$ cat config.mk
export PLATFORM = sky130hd
export DESIGN_NAME = even_counter_sequencer
export DESIGN_NICKNAME = d
export VERILOG_FILES = /design/src/rtl/even_counter_sequencer.sv
export SDC_FILE = /design/constraint.sdc
export NUM_CORES = 1
export LEC_CHECK = 0
export BUFFER_PORTS_ARGS = -buffer_cell sky130_fd_sc_hd__buf_2
export CAP_MARGIN = 15
export CORE_MARGIN = 1
export CORE_UTILIZATION = 60
export CTS_CLUSTER_SIZE = 14
export DETAILED_ROUTE_END_ITERATION = 10
export GPL_ROUTABILITY_DRIVEN = 0
export PLACE_DENSITY = 0.94
export SLEW_MARGIN = 10
export SYNTH_ARGS = -nofsm -noshare
export SYNTH_HDL_FRONTEND = slang
export SYNTH_SLANG_ARGS = --single-unit
$ cat constraint.sdc
create_clock -name clk -period 7.8 [get_ports clk]
set_input_delay 0.39 -clock clk [delete_from_list [all_inputs] [get_ports clk]]
set_output_delay 0.39 -clock clk [all_outputs]
set_load 0.05 [all_outputs]
$ cat src/rtl/even_counter_sequencer.sv
// even_counter_sequencer
// Controller for a 4-bit even up/down counter that steps by 2 per clock.
// It accepts "move to even target" commands on a valid/ready handshake and
// picks a direction, either the explicit one or the shortest path. It then
// drives cnt_en for exactly the required number of steps, checks where the
// counter landed, and reports done together with err/aborted.
// Optional feature macro: SEQ_STEP_COUNT_EN adds the step_total and
// last_steps outputs.
module even_counter_sequencer #(
    parameter int WIDTH = 4
) (
    input  logic             clk,
    input  logic             reset,
    input  logic             cmd_valid,
    output logic             cmd_ready,
    input  logic [WIDTH-1:0] cmd_target,
    input  logic             cmd_auto,
    input  logic             cmd_dir,
    input  logic             abort,
    input  logic [WIDTH-1:0] cnt_q,
    output logic             cnt_y,
    output logic             cnt_en,
    output logic             busy,
    output logic             done,
    output logic             err,
    output logic             aborted
`ifdef SEQ_STEP_COUNT_EN
    ,
    output logic [15:0]      step_total,
    output logic [WIDTH-1:0] last_steps
`endif
);

    typedef enum logic [2:0] {
        IDLE,
        SETUP,
        RUN,
        CHECK,
        RESP
    } state_t;

    localparam logic [WIDTH-1:0] ONE = WIDTH'(1);

    state_t           state_q;
    logic [WIDTH-1:0] target_q;
    logic             auto_q;
    logic             dir_q;
    logic [WIDTH-1:0] remaining_q;
    logic             cnt_y_q;
    logic             cnt_en_q;
    logic             done_q;
    logic             err_q;
    logic             aborted_q;

    logic [WIDTH-1:0] upDiff;
    logic [WIDTH-1:0] downDiff;
    logic [WIDTH-1:0] upSteps;
    logic [WIDTH-1:0] downSteps;
    logic             dirSel;
    logic [WIDTH-1:0] steps;

    // Modulo distance to the target in both directions, halved because each
    // counter step moves the value by two; auto mode prefers up on a tie.
    always_comb begin
        upDiff    = target_q - cnt_q;
        downDiff  = cnt_q - target_q;
        upSteps   = upDiff >> 1;
        downSteps = downDiff >> 1;
        dirSel    = auto_q ? (downSteps < upSteps) : dir_q;
        steps     = dirSel ? downSteps : upSteps;
    end

    // Main sequencer FSM. All handshake and counter-control outputs are
    // registered here, and reset drops cnt_en immediately.
    always_ff @(posedge clk or posedge reset) begin
        if (reset) begin
            state_q     <= IDLE;
            target_q    <= '0;
            auto_q      <= 1'b0;
            dir_q       <= 1'b0;
            remaining_q <= '0;
            cnt_y_q     <= 1'b0;
            cnt_en_q    <= 1'b0;
            done_q      <= 1'b0;
            err_q       <= 1'b0;
            aborted_q   <= 1'b0;
        end else begin
            case (state_q)
                IDLE: begin
                    done_q    <= 1'b0;
                    err_q     <= 1'b0;
                    aborted_q <= 1'b0;
                    if (cmd_valid) begin
                        target_q <= cmd_target;
                        auto_q   <= cmd_auto;
                        dir_q    <= cmd_dir;
                        if (cmd_target[0]) begin
                            state_q <= RESP;
                            done_q  <= 1'b1;
                            err_q   <= 1'b1;
                        end else begin
                            state_q <= SETUP;
                        end
                    end
                end
                SETUP: begin
                    if (cnt_q[0]) begin
                        state_q <= RESP;
                        done_q  <= 1'b1;
                        err_q   <= 1'b1;
                    end else begin
                        cnt_y_q <= dirSel;
                        if (steps == '0) begin
                            state_q <= CHECK;
                        end else begin
                            remaining_q <= steps;
                            cnt_en_q    <= 1'b1;
                            state_q     <= RUN;
                        end
                    end
                end
                RUN: begin
                    if (abort) begin
                        cnt_en_q  <= 1'b0;
                        state_q   <= RESP;
                        done_q    <= 1'b1;
                        aborted_q <= 1'b1;
                    end else if (remaining_q == ONE) begin
                        cnt_en_q <= 1'b0;
                        state_q  <= CHECK;
                    end else begin
                        remaining_q <= remaining_q - ONE;
                    end
                end
                CHECK: begin
                    state_q <= RESP;
                    done_q  <= 1'b1;
                    err_q   <= (cnt_q != target_q);
                end
                RESP: begin
                    state_q   <= IDLE;
                    done_q    <= 1'b0;
                    err_q     <= 1'b0;
                    aborted_q <= 1'b0;
                end
                default: begin
                    state_q  <= IDLE;
                    cnt_en_q <= 1'b0;
                    done_q   <= 1'b0;
                end
            endcase
        end
    end

    assign cmd_ready = (state_q == IDLE);
    assign busy      = (state_q != IDLE);
    assign cnt_y     = cnt_y_q;
    assign cnt_en    = cnt_en_q;
    assign done      = done_q;
    assign err       = err_q;
    assign aborted   = aborted_q;

`ifdef SEQ_STEP_COUNT_EN
    logic [15:0]      step_total_q;
    logic [WIDTH-1:0] last_steps_q;

    // Saturating tally of enabled counter cycles, plus the step count
    // computed for the latest command.
    always_ff @(posedge clk or posedge reset) begin
        if (reset) begin
            step_total_q <= '0;
            last_steps_q <= '0;
        end else begin
            if (cnt_en_q && (step_total_q != 16'hFFFF)) begin
                step_total_q <= step_total_q + 16'd1;
            end
            if (state_q == SETUP) begin
                last_steps_q <= steps;
            end
        end
    end

    assign step_total = step_total_q;
    assign last_steps = last_steps_q;
`endif

endmodule

==> impl_metrics.yaml <==
routing:
  via_per_inst: 5.93
  avgRoutedWirePerCell_um: 14.6
  drt_iter0_drc: 36
  antenna_left: 0
  routed_wl_um: 2740
  vias: 1108
  remaining_drc_errors: 0
  firstDrtPassIters: 5
timing:
  grt_setup_unrepaired: "no"
  fin_crit_sh_pct: 45.2
  tightest_slew_ns: 0.682
  max_freq_mhz: 283
  setup_viol: 0
  hold_violations: 0
  final_max_slew_viol_count: 0
  slew_headroom_pct: 54.5
  finClkSkew_ns: 0.00797
  tns_ns: 0
  final.min_clock_period_ns: 3.53
  final_critical_path_setup_slack_ns: 4.27
global_routing:
  grt_overflow_total: 0
  track_usage_pct: 26.4
  grt_pass1_wl_um: 4890
  grt_pass1_vias: 1117
  antenna_found_initial: 0
  grt_max_degree: 19
yosys:
  yosysTopAreaCell: "dfrtp_1"
  synthSimpleGateAreaFrac_pct: 18.9
  synth_top_family_by_area: "compound AO/OA/AOI/OAI gates"
  synth_most_common_cell: "dfrtp_1"
  synth_edf_count: 0
  synthAdderAreaFrac_pct: 12.6
  ys_seq_area_share_pct: 34.4
  synth_ff_type: "dfrtp_1"
  synth_cells: 140
  synth_area_leaders: "dfrtp_1 (34%), ha_1 (9.5%), inv_1 (4.3%), nor2_1 (4.0%), mux2_2 (3.4%)"
  yosysTopAreaCellShare_pct: 34.4
  synthMuxAreaShare_pct: 5.34
  async_flop_share_pct: 100
  synth_area_mm2: 0.00131
  synth-xor-area-share_pct: 3.34
  synth_cell_types: 44
  syn_area_per_cell_um2: 9.37
  synth-seq-cells: 18
  synth_nets: 166
  yosys_warnings: 0
  synth_common_cells: "dfrtp_1 (18), inv_1 (15), nor2_1 (14)"
  synth-compound-area-share_pct: 18.9
critical_path:
  crit_required_ns: 8.04
  slowest_delay_ns: 0.47
  cp_slowest_cell: "a2111oi_0"
  worstPathCellList: "ha_1 > a21oi_1 > nand2_1 > xnor2_1 > inv_1 > ha_1 > nand2_1 > o211a_4 > o21ai_0 > o221ai_4 > a2111oi_0 > a211o_1"
  critPathMaxFanout: 7
  cp-end-kind: "register"
  crit_type: "reg -> reg"
  worstPathArrival_ns: 3.77
  start_kind: "register"
floorplanning:
  io_pins: 21
  die_x_um: 48.8
  row_count: 16
  core-area_mm2: 0.00200
  initial_core_util_pct: 65.5
  die_y_um: 48.8
  fp.dieArea_mm2: 0.00238
clocking:
  insertion_delay_ns: 0.30
  holdBufCountCts: 0
  h-tree-depth: 1
  cts_sinks: 18
  clk_pin_slew_ns: 0.11
  clock_path_buffers: 2
  post-cts-setup-buffers: 0
  cts_root_buf: "clkbuf_4"
  numCtsBuffers: 3
  cts_tree: "built"
  ctsResizeCount: 0
cells_and_area:
  final_util_pct: 72.5
  fin_nets: 187
  syn2layout_area_growth_pct: 10.7
  final_area_mm2: 0.00145
  drive_above_1_share_pct: 23.8
  diodes: 0
  reg.largest.list: "remaining_q x4, target_q x4, state_q x3"
placed_design:
  pre_cts_slack_ns: 4.16
  hpwl_um: 2140
  io_buffers: 20
  placedInstanceArea_mm2: 0.00142
run:
  maxCapViolCount: 0
run_status:
  status: "completed"
hold_path:
  hp-class: "in -> async"
-- cells by family after synthesis --
logic type	count (synthesis)
compound gates	33
xor+xnor	5
fa+ha+maj	12
buf+inv	19
flops	18
mux	6
simple gates	47
-- worst paths after layout --
check                                              from                          to  slack [ns]  cells past startpoint
min in group clk                          cmd_target[2]     target_q[2]$_DFFE_PP0P_        0.29                      3
worst max register to register  target_q[2]$_DFFE_PP0P_  remaining_q[3]$_DFFE_PP0P_        4.27                     12
worst min register to register       cnt_en$_DFFE_PP0P_          cnt_en$_DFFE_PP0P_        0.50                      2
worst min-delay path                              reset     target_q[0]$_DFFE_PP0P_        0.17                      2
worst max-delay path            target_q[2]$_DFFE_PP0P_  remaining_q[3]$_DFFE_PP0P_        4.27                     12
max in group asynchronous                         reset  remaining_q[3]$_DFFE_PP0P_        7.19                      2
-- per-stage QoR --
stage	instances	hold WS, ns
2_1_floorplan	140	0.329
3_3_place_gp	183	0.465
3_5_place_dp	183	0.477
4_1_cts	187	0.193
5_1_grt	187	0.255
6_report	187	0.168
-- area by class of cell --
| cell class | count | area [um^2] |
|---|---|---|
| fill | 156 | 551 |
| tap | 27 | 33.8 |
| multi-input combinational | 103 | 774 |
| timing repair buffer | 20 | 100 |
| inverter | 15 | 56.3 |
| sequential | 18 | 450 |
| clock buffer | 4 | 36.3 |
-- critical path, delay by kind of cell (launching register included) --
family | cells | cell delay (ns)
xor+xnor | 1 | 0.41
fa+ha+maj | 2 | 0.69
simple gates | 2 | 0.17
compound gates | 6 | 1.69
buf+inv | 1 | 0.09
flops | 1 | 0.40
-- cell usage in the layout (no fill, tap or decap), types with 2 or more instances in the layout --
| cell type | n |
|---|---|
| buf_2 | 20 |
| dfrtp_1 | 18 |
| inv_1 | 15 |
| nor2_1 | 14 |
| nand2_1 | 11 |
| ha_1 | 10 |
| a21oi_1 | 8 |
| o21ai_0 | 6 |
| mux2_2 | 4 |
| a211oi_1 | 3 |
| a211o_1 | 3 |
| xor2_1 | 3 |
| clkbuf_4 | 3 |
| and2_1 | 2 |
| nand2_2 | 2 |
| nand3b_1 | 2 |
| xnor2_1 | 2 |
| o22ai_1 | 2 |
| nor3_1 | 2 |
| o211ai_1 | 2 |
| nand3_1 | 2 |
| a21o_1 | 2 |
| fa_1 | 2 |
-- layer usage --
layer / GRT usage, % / routed length [um] / vias up
met5: 0 / 0 / -
li1: - / - / 532
met2: 48.8 / 1370 / 47
met3: 1.89 / 123 / 9
met1: 32.4 / 1190 / 520
met4: 8.33 / 46 / 0
Power is not shown: default switching activity piles up to over one toggle a cycle in this logic, so the estimate is an artifact.
